<file path="src/rtl/fetch_redirect_unit_pkg.sv">
// Shared fetch-stage definitions: FSM state encoding, reset fetch address, helpers.
// Latency: n/a (types and constants only).
// Backpressure: n/a.
package fetch_redirect_unit_pkg;

    // Redirect FSM: RUN fetches sequentially, PEND holds a latched target
    // until instruction memory can accept it.
    typedef enum logic {
        ST_RUN  = 1'b0,
        ST_PEND = 1'b1
    } fru_state_e;

    localparam logic [31:0] FRU_RESET_PC = 32'h0000_0000;
    localparam logic [31:0] FRU_PC_STEP  = 32'd4;

    // Instruction fetches are word-aligned; low target bits are dropped.
    function automatic logic [31:0] fru_align(input logic [31:0] addr);
        return {addr[31:2], 2'b00};
    endfunction

    function automatic logic fru_is_misaligned(input logic [31:0] addr);
        return |addr[1:0];
    endfunction

endpackage

</file>
<file path="src/rtl/fetch_redirect_unit_pc_register.sv">
// 32-bit program counter register with load enable.
// Latency: 1 cycle from load_en to q.
// Backpressure: none; holds its value while load_en is low.
module pc_register
    import fetch_redirect_unit_pkg::*;
#(
    parameter logic [31:0] RESET_VAL = FRU_RESET_PC
) (
    input  logic        clk_i,
    input  logic        rst_i,
    input  logic        load_en_i,
    input  logic [31:0] d_i,
    output logic [31:0] q_o
);

    logic [31:0] pc_q;

    // Load a new fetch address when enabled, otherwise hold.
    always_ff @(posedge clk_i or posedge rst_i) begin
        if (rst_i) begin
            pc_q <= RESET_VAL;
        end else if (load_en_i) begin
            pc_q <= d_i;
        end
    end

    assign q_o = pc_q;

endmodule

</file>
<file path="src/rtl/fetch_redirect_unit.sv">
// Fetch PC sequencing with branch/jump redirect, latching the target while imem is busy.
// Latency: redirect applied at the next edge, or at the edge where IMEM_BUSY drops.
// Backpressure: STALL/IMEM_BUSY hold PC; a busy redirect waits in PEND (flushing IF/ID).
// Optional macro REDIRECT_CNT_EN adds the REDIRECT_COUNT output.
module fetch_redirect_unit
    import fetch_redirect_unit_pkg::*;
#(
    parameter logic [31:0] RESET_PC = FRU_RESET_PC
) (
    input  logic        CLK,
    input  logic        RESET,
    input  logic        PC_MUX_CONTROL,
    input  logic [31:0] BRANCH_OR_JUMP_ADDR,
    input  logic        REG_FLUSH,
    input  logic        STALL,
    input  logic        IMEM_BUSY,
    output logic [31:0] PC,
    output logic [31:0] PC_PLUS_4,
    output logic        IMEM_READ,
    output logic        IF_ID_WRITE,
    output logic        IF_ID_FLUSH,
    output logic        ID_EX_FLUSH,
    output logic        REDIRECT_PENDING,
    output logic        MISALIGNED
`ifdef REDIRECT_CNT_EN
    ,
    output logic [31:0] REDIRECT_COUNT
`endif
);

    fru_state_e  state_q, state_d;
    logic [31:0] target_q, target_d;
    logic        misaligned_q, misaligned_d;
    logic        pend_q;
    logic        pc_load;
    logic [31:0] pc_d;
    logic [31:0] pc_cur;
    logic [31:0] pc_plus_4;
    logic [31:0] redirect_tgt;

    assign pc_plus_4    = pc_cur + FRU_PC_STEP;
    assign redirect_tgt = fru_align(BRANCH_OR_JUMP_ADDR);

    // Next-state, latched target and PC load decision.
    always_comb begin
        state_d      = state_q;
        target_d     = target_q;
        pc_load      = 1'b0;
        pc_d         = pc_plus_4;
        misaligned_d = misaligned_q |
                       (PC_MUX_CONTROL & fru_is_misaligned(BRANCH_OR_JUMP_ADDR));
        case (state_q)
            ST_RUN: begin
                if (PC_MUX_CONTROL) begin
                    if (!IMEM_BUSY) begin
                        // Redirect wins over STALL: the stalled fetch is discarded.
                        pc_load = 1'b1;
                        pc_d    = redirect_tgt;
                    end else begin
                        target_d = redirect_tgt;
                        state_d  = ST_PEND;
                    end
                end else if (!STALL && !IMEM_BUSY) begin
                    pc_load = 1'b1;
                    pc_d    = pc_plus_4;
                end
            end
            ST_PEND: begin
                // A newer redirect replaces the latched one.
                if (PC_MUX_CONTROL) begin
                    target_d = redirect_tgt;
                end
                if (!IMEM_BUSY) begin
                    pc_load = 1'b1;
                    pc_d    = PC_MUX_CONTROL ? redirect_tgt : target_q;
                    state_d = ST_RUN;
                end
            end
            default: begin
                state_d = ST_RUN;
            end
        endcase
    end

    // Redirect FSM state, latched target and registered status outputs.
    always_ff @(posedge CLK or posedge RESET) begin
        if (RESET) begin
            state_q      <= ST_RUN;
            target_q     <= 32'h0;
            misaligned_q <= 1'b0;
            pend_q       <= 1'b0;
        end else begin
            state_q      <= state_d;
            target_q     <= target_d;
            misaligned_q <= misaligned_d;
            pend_q       <= (state_d == ST_PEND);
        end
    end

    pc_register #(
        .RESET_VAL (RESET_PC)
    ) u_pc_register (
        .clk_i     (CLK),
        .rst_i     (RESET),
        .load_en_i (pc_load),
        .d_i       (pc_d),
        .q_o       (pc_cur)
    );

`ifdef REDIRECT_CNT_EN
    logic [31:0] redirect_cnt_q;

    // Count every redirect pulse; wraps naturally at 2^32.
    always_ff @(posedge CLK or posedge RESET) begin
        if (RESET) begin
            redirect_cnt_q <= 32'h0;
        end else if (PC_MUX_CONTROL) begin
            redirect_cnt_q <= redirect_cnt_q + 32'd1;
        end
    end

    assign REDIRECT_COUNT = redirect_cnt_q;
`endif

    assign PC               = pc_cur;
    assign PC_PLUS_4        = pc_plus_4;
    assign IMEM_READ        = !RESET;
    assign IF_ID_FLUSH      = PC_MUX_CONTROL | REG_FLUSH | (state_q == ST_PEND);
    assign ID_EX_FLUSH      = PC_MUX_CONTROL | REG_FLUSH;
    assign IF_ID_WRITE      = !RESET & !STALL & !IMEM_BUSY & !IF_ID_FLUSH;
    assign REDIRECT_PENDING = pend_q;
    assign MISALIGNED       = misaligned_q;

endmodule

</file>
<file path="config.mk">
export PLATFORM = sky130hd
export DESIGN_NAME = fetch_redirect_unit
export DESIGN_NICKNAME = d
export VERILOG_FILES = /design/src/rtl/fetch_redirect_unit_pkg.sv /design/src/rtl/fetch_redirect_unit_pc_register.sv /design/src/rtl/fetch_redirect_unit.sv
export SDC_FILE = /design/constraint.sdc
export NUM_CORES = 1
export LEC_CHECK = 0
export ABC_CLOCK_PERIOD_IN_PS = 2800
export BUFFER_PORTS_ARGS = -buffer_cell sky130_fd_sc_hd__buf_4
export CELL_PAD_IN_SITES_DETAIL_PLACEMENT = 0
export CELL_PAD_IN_SITES_GLOBAL_PLACEMENT = 2
export CORE_MARGIN = 4
export CORE_UTILIZATION = 32
export CTS_BUF_LIST = sky130_fd_sc_hd__clkbuf_8
export DETAILED_ROUTE_END_ITERATION = 8
export PLACE_DENSITY_LB_ADDON = 0.1
export SLEW_MARGIN = 30
export SYNTH_ARGS = -nofsm -noshare
export SYNTH_HDL_FRONTEND = slang
export SYNTH_SLANG_ARGS = --single-unit
</file>
<file path="constraint.sdc">
create_clock -name CLK -period 2.8 [get_ports CLK]
set_clock_uncertainty 0.05 [all_clocks]
set_input_delay 0.14 -clock CLK [delete_from_list [all_inputs] [get_ports CLK]]
set_output_delay 0.14 -clock CLK [all_outputs]
set_load 0.1 [all_outputs]
</file>
# Yosys cells after proc, flatten, opt, wreduce, memory -nomap -nowiden
# Cells that the tools add are included.
[op_classes]
bitwise_logic = 8
n_mux = 15
add_sub_neg = 1
eq_ne = 2
n_reduce_logical = 7
[ops]
columns = ["cell", "count"]
rows = [
  ["$mux 32", 6],
  ["$pmux 32 s2", 2],
  ["$add 32x3->32 const B", 1],
  ["$mux 1", 5],
  ["$and 1x1->1", 4],
  ["$logic_not 1->1", 4],
  ["$ne 2x2->1 const B", 2],
  ["$pmux 1 s2", 2],
  ["$or 1x1->1", 3],
  ["$reduce_and 2->1", 1],
  ["$reduce_or 2->1", 1],
  ["$logic_and 1x1->1", 1],
  ["$not 1->1", 1],
]
[totals]
in_bits = 38
reg_bits = 66
word_cells = 37

# Logic depth before layout (Yosys ltp)
[depth]
ltp_word = 5
ltp_mapped = 7
depth_no_buf = 6

# Cells and area by module
# Synthesis repeated with hierarchy kept, for this count alone.
[hier_totals]
hier_cells = 405
hier_area_um2 = 4170.2
[modules_own_cells]
columns = ["mod", "n_inst", "cells_per_inst", "seq_area_each_um2", "area_per_inst_um2"]
rows = [
  ["fetch_redirect_unit", 1, 336, 850.8, 2821.5],
  ["pc_register", 1, 69, 800.8, 1348.8],
]

# Least setup slack after synthesis
# OpenSTA, ideal clock, no wires.
[synth_timing]
path_type = "reg2out"
from = "register REDIRECT_PENDING (netlist name)"
to = "output port IF_ID_WRITE"
slack_ns = -2.226
t_required_ns = 2.610
t_arrival_ns = 4.836
n_path_buf = 1
stages_incl_launch_ff = 4
cell_sequence = "dfrtp_1 > clkbuf_1 > or3_1 > nor4_1"
[synth_lines]
columns = ["item", "line_no", "rtl"]
rows = [
  ["to (decl)", "fetch_redirect_unit.sv:20", "output logic IF_ID_WRITE,"],
]

# Final worst setup path
[layout_timing]
from = "register u_pc_register.pc_q[5], in the netlist u_pc_register.q_o[5]"
to = "output port PC_PLUS_4[25]"
[layout_between]
elab_chain_cells = 1
[layout_rtl]
columns = ["item", "line_no", "rtl"]
rows = [
  ["from (decl)", "fetch_redirect_unit_pc_register.sv:16", "logic [31:0] pc_q;"],
  ["from (signal assigned)", "fetch_redirect_unit_pc_register.sv:23", "pc_q <= d_i;"],
  ["$add 32x3->32", "fetch_redirect_unit.sv:41", "assign pc_plus_4 = pc_cur + FRU_PC_STEP;"],
  ["to (decl)", "fetch_redirect_unit.sv:18", "output logic [31:0] PC_PLUS_4,"],
]
# No other way between the ends.

==> results.md <==
- Transition at the pin with the smallest max-transition slack: between 0.5 and 0.6 ns
- Wire length of the first global-routing pass: 22200 um
- Unrepaired setup endpoints after global routing: yes
- Total of max-cap violations: 0
- Capturing element of the worst setup path: PC_PLUS_4[25]
- Post-detailed-route DRC marker count: 0
- Number of primary I/O pins: 108
- Final period demand of the worst path: approximately 2.7 ns
- Global-route congestion overflow total: 0
- Commonest cells in the netlist: sky130_fd_sc_hd__dfrtp_1 (66), sky130_fd_sc_hd__nor2_1 (41), sky130_fd_sc_hd__o21ai_0 (36), sky130_fd_sc_hd__mux2_2 (31)
- Number of hold violations in the final report: 0
- Leakage power total: 2.62 nW
- CTS clk-pin slew, worst paths: about 0.070 ns
- Fraction of registers with async set or reset after synthesis: 1.00
- Final design instance area without fill: between 6000 and 7000 um2
- Height of the die: ~120 um
- Synth-to-layout area growth: 56.2%
- Per-cell via count in the routed design: 5.09
- Largest net degree at the start of global routing: 68
- Number of filler cells placed in the layout: 1137
- Antenna diodes: 0
- Worst ir drop on vdd: roughly 0.46 mV
- Count of input and output buffers: between 100 and 150
- Category of the worst setup path capture point: output pin
- Deepest clock path buffer count: 2
- Relative contribution of the clock network to total power: 0.161
- Overall Global Routing Usage: 0.201
- Worst min path class: input pin to register
- Net total in the final layout: between 600 and 700
- Num CTS Buffers: 9
- Net Count, Synth: 467
- Core outline area: between 10000 and 15000 um2
- Flop-to-flop setup slack: approximately 0.53 ns
- Number of setup violations in the final report: 0
- Category of the worst setup path launch point: register
- Max_slew headroom: 0.611
- TritonCTS clock tree: done
- Pwr Density: between 700 and 800 nW/um2
- Insertion delay of the later-clocked pin in the worst-skew pair: 0.36 ns
- Proportion of layout cells with a drive suffix above 1: 0.452
- Vias post-DR: 3835
- Arrival time at the worst endpoint: ~2.5 ns
- Fin crit share: 0.973
- Remaining number of nets flagged by the antenna check after routing: 0
- Detail-routed net length per standard cell: 18.3 um
- Number of synthesis warnings: 0
- Worst Reg-to-Reg Cells: 5
- Area occupied by multi-input gates: approximately 2600 um2
- CP Class: register to output pin
- Area taken by flip-flops and latches: about 1700 um2
- Via count of the first global-routing pass: slightly below 4000
- Max-slew violations: 0
- Number of rows in the core area: 40
- Starting utilization of the core area: 0.327
- F_max: between 0.3 and 0.4 GHz
- Post-synthesis sequential element count: 66
- Root cell of the clock tree: sky130_fd_sc_hd__clkbuf_8
- Net switching power figure: around 0.0025 W
- Required time of the worst setup path: 2.61 ns
- Source of the worst register-to-register timing path: u_pc_register.q_o[5]
- Count of flip-flops with a built-in enable after synthesis: 0
- Cells taking the most area after synthesis: sky130_fd_sc_hd__dfrtp_1 (42%), sky130_fd_sc_hd__mux2_2 (8.8%), sky130_fd_sc_hd__o21ai_0 (4.6%)
- Cell internal power dissipation: between 0.002 and 0.0025 W
- Fraction of the yosys area taken by sequential cells: 0.418
- Setup TNS: 0 ns
- Die width: roughly 120 um
- Top-count cell post-synth: sky130_fd_sc_hd__dfrtp_1
- Initial antenna violation count: 0
- Top cell type by total area after synthesis: sky130_fd_sc_hd__dfrtp_1
- Cell area after placement: 5550 um2
- Pre-antenna DRT Iters: 5
- Last weighted congestion value of the routability-driven placer: about 0.77
- Portion of total power attributed to sequential cells: 0.284
- Result of the run: complete, no violations
- Cells after Synth: around 430
- Placed wire-length estimate after detailed placement: 9460 um
- H-tree Lvls: 3
- Cell area after synthesis: a little under 4000 um2
- CP max FO: 5
- Pre-CTS setup slack: about 0.27 ns
- Power share of the combinational group: 0.555
- Fraction of synthesized cell area taken by the top area cell type: 0.418
- Most used flip-flop cell after synthesis: sky130_fd_sc_hd__dfrtp_1
- Number of DRC markers in iteration 0: roughly 290
- Launch point of the critical path: u_pc_register.q_o[5]
- TritonCTS Sinks: 66
- Average instance area after synthesis: just over 9 um2
- Yosys cell types: 55
- DIE AREA: 14200 um2
- Setup slack of the critical path after layout: 0.0765 ns
- Switching part of the total power: 0.533
- Capturing point of the worst reg2reg path: u_pc_register.q_o[25]
- Total Routed Length: between 10000 and 15000 um
==> power by group through the flow <==
stage	sequential (W)	combinational [W]	clock, W
CTS	0.00137	0.00258	0.000799
detailed placement	0.00140	0.00252	0
floorplan	0.00198	0.00138	0
global placement	0.00138	0.00253	0
global route	0.00138	0.00275	0.000840
finish	0.00135	0.00264	0.000767
==> critical path: stages, from the launching register on <==
cell                      delay [ns]
sky130_fd_sc_hd__dfrtp_2        0.44
sky130_fd_sc_hd__nand4_2        0.15
sky130_fd_sc_hd__or4_4          0.59
sky130_fd_sc_hd__or4b_4         0.61
sky130_fd_sc_hd__xnor2_4        0.20
sky130_fd_sc_hd__buf_12         0.19
==> cell families (layout without fill, tap and decap cells) <==
group           Yosys count  after routing  synth area share
mux                      34             34            0.0960
compound gates          114            114             0.188
flops                    66             66             0.418
simple gates            142            142             0.189
fa+ha+maj                 1              1           0.00317
buf+inv                  43            201            0.0434
xor+xnor                 28             28            0.0621
==> layer usage <==
metal  track usage  vias to the layer above  wire (um)
li1              -                     1866          -
met1         0.265                     1878       6170
met2         0.327                       89       6780
met3        0.0617                        2        796
met4        0.0369                        0         46
met5             0                        -          0
==> registers in the layout, indices dropped and copies added, names as in the netlist <==
signal / count
REDIRECT_PENDING: 1
target_q: 32
MISALIGNED: 1
u_pc_register.q_o: 32
==> layout by cell type, fill, tap and decap left out, types with 3 or more instances in the layout <==
cell type,count
sky130_fd_sc_hd__xnor2_4,10
sky130_fd_sc_hd__dfrtp_2,27
sky130_fd_sc_hd__nand2_1,25
sky130_fd_sc_hd__dfrtp_1,39
sky130_fd_sc_hd__and2_1,7
sky130_fd_sc_hd__xor2_2,3
sky130_fd_sc_hd__a221o_1,3
sky130_fd_sc_hd__or2_2,3
sky130_fd_sc_hd__clkbuf_8,12
sky130_fd_sc_hd__dlygate4sd3_1,29
sky130_fd_sc_hd__nor4_4,3
sky130_fd_sc_hd__o22ai_1,4
sky130_fd_sc_hd__nor2_1,39
sky130_fd_sc_hd__nor2b_1,5
sky130_fd_sc_hd__nor4_2,4
sky130_fd_sc_hd__a31oi_1,5
sky130_fd_sc_hd__nor3_1,11
sky130_fd_sc_hd__and3_1,3
sky130_fd_sc_hd__a21oi_1,21
sky130_fd_sc_hd__xnor2_2,7
sky130_fd_sc_hd__nand2b_1,5
sky130_fd_sc_hd__mux2i_1,3
sky130_fd_sc_hd__buf_4,137
sky130_fd_sc_hd__mux2_2,31
sky130_fd_sc_hd__a22oi_1,12
sky130_fd_sc_hd__o21ai_0,36
sky130_fd_sc_hd__or3_1,3
sky130_fd_sc_hd__nand3_1,13
sky130_fd_sc_hd__o21a_1,4
sky130_fd_sc_hd__buf_12,3
sky130_fd_sc_hd__nand4_1,6
sky130_fd_sc_hd__inv_1,15
sky130_fd_sc_hd__xor2_4,8
==> worst min path at each step <==
stage | start | end | slack, ns | cells after the start
floorplan | BRANCH_OR_JUMP_ADDR[8] | u_pc_register.q_o[8] | 0.23 | 2
global placement | RESET | MISALIGNED | 0.24 | 3
detailed placement | RESET | MISALIGNED | 0.24 | 3
CTS | BRANCH_OR_JUMP_ADDR[23] | target_q[23] | 0.002 | 3
global route | BRANCH_OR_JUMP_ADDR[24] | target_q[24] | 0.03 | 3
finish | BRANCH_OR_JUMP_ADDR[23] | target_q[23] | 0.02 | 3
==> stage by stage <==
step                      power (W)  instances  utilization  hold slack, ns
after floorplan             0.00336        428            -           0.225
after global placement      0.00391        694        0.460           0.239
after detailed placement    0.00392        694        0.460           0.239
after CTS                   0.00475        741        0.501         0.00246
after global routing        0.00497        754        0.511          0.0258
final                       0.00476        754        0.511          0.0211
==> cell type report <==
type	count	share of cell area
repair buffers	171	0.227
inverters	14	0.00852
clock buffers	12	0.0268
clock inverters	4	0.00284
flip-flops and latches	66	0.273
multi-input cells	319	0.427
well taps	168	0.0341
==> what timing repair did <==
action,in CTS,in global routing
setup buffers,2,13
gates resized for setup,3,5
endpoints found under the hold margin,95,0
pin swaps,1,5
hold buffers,29,0
setup endpoints to repair,5,13
No activity file was read; power rests on OpenSTA's default activity.
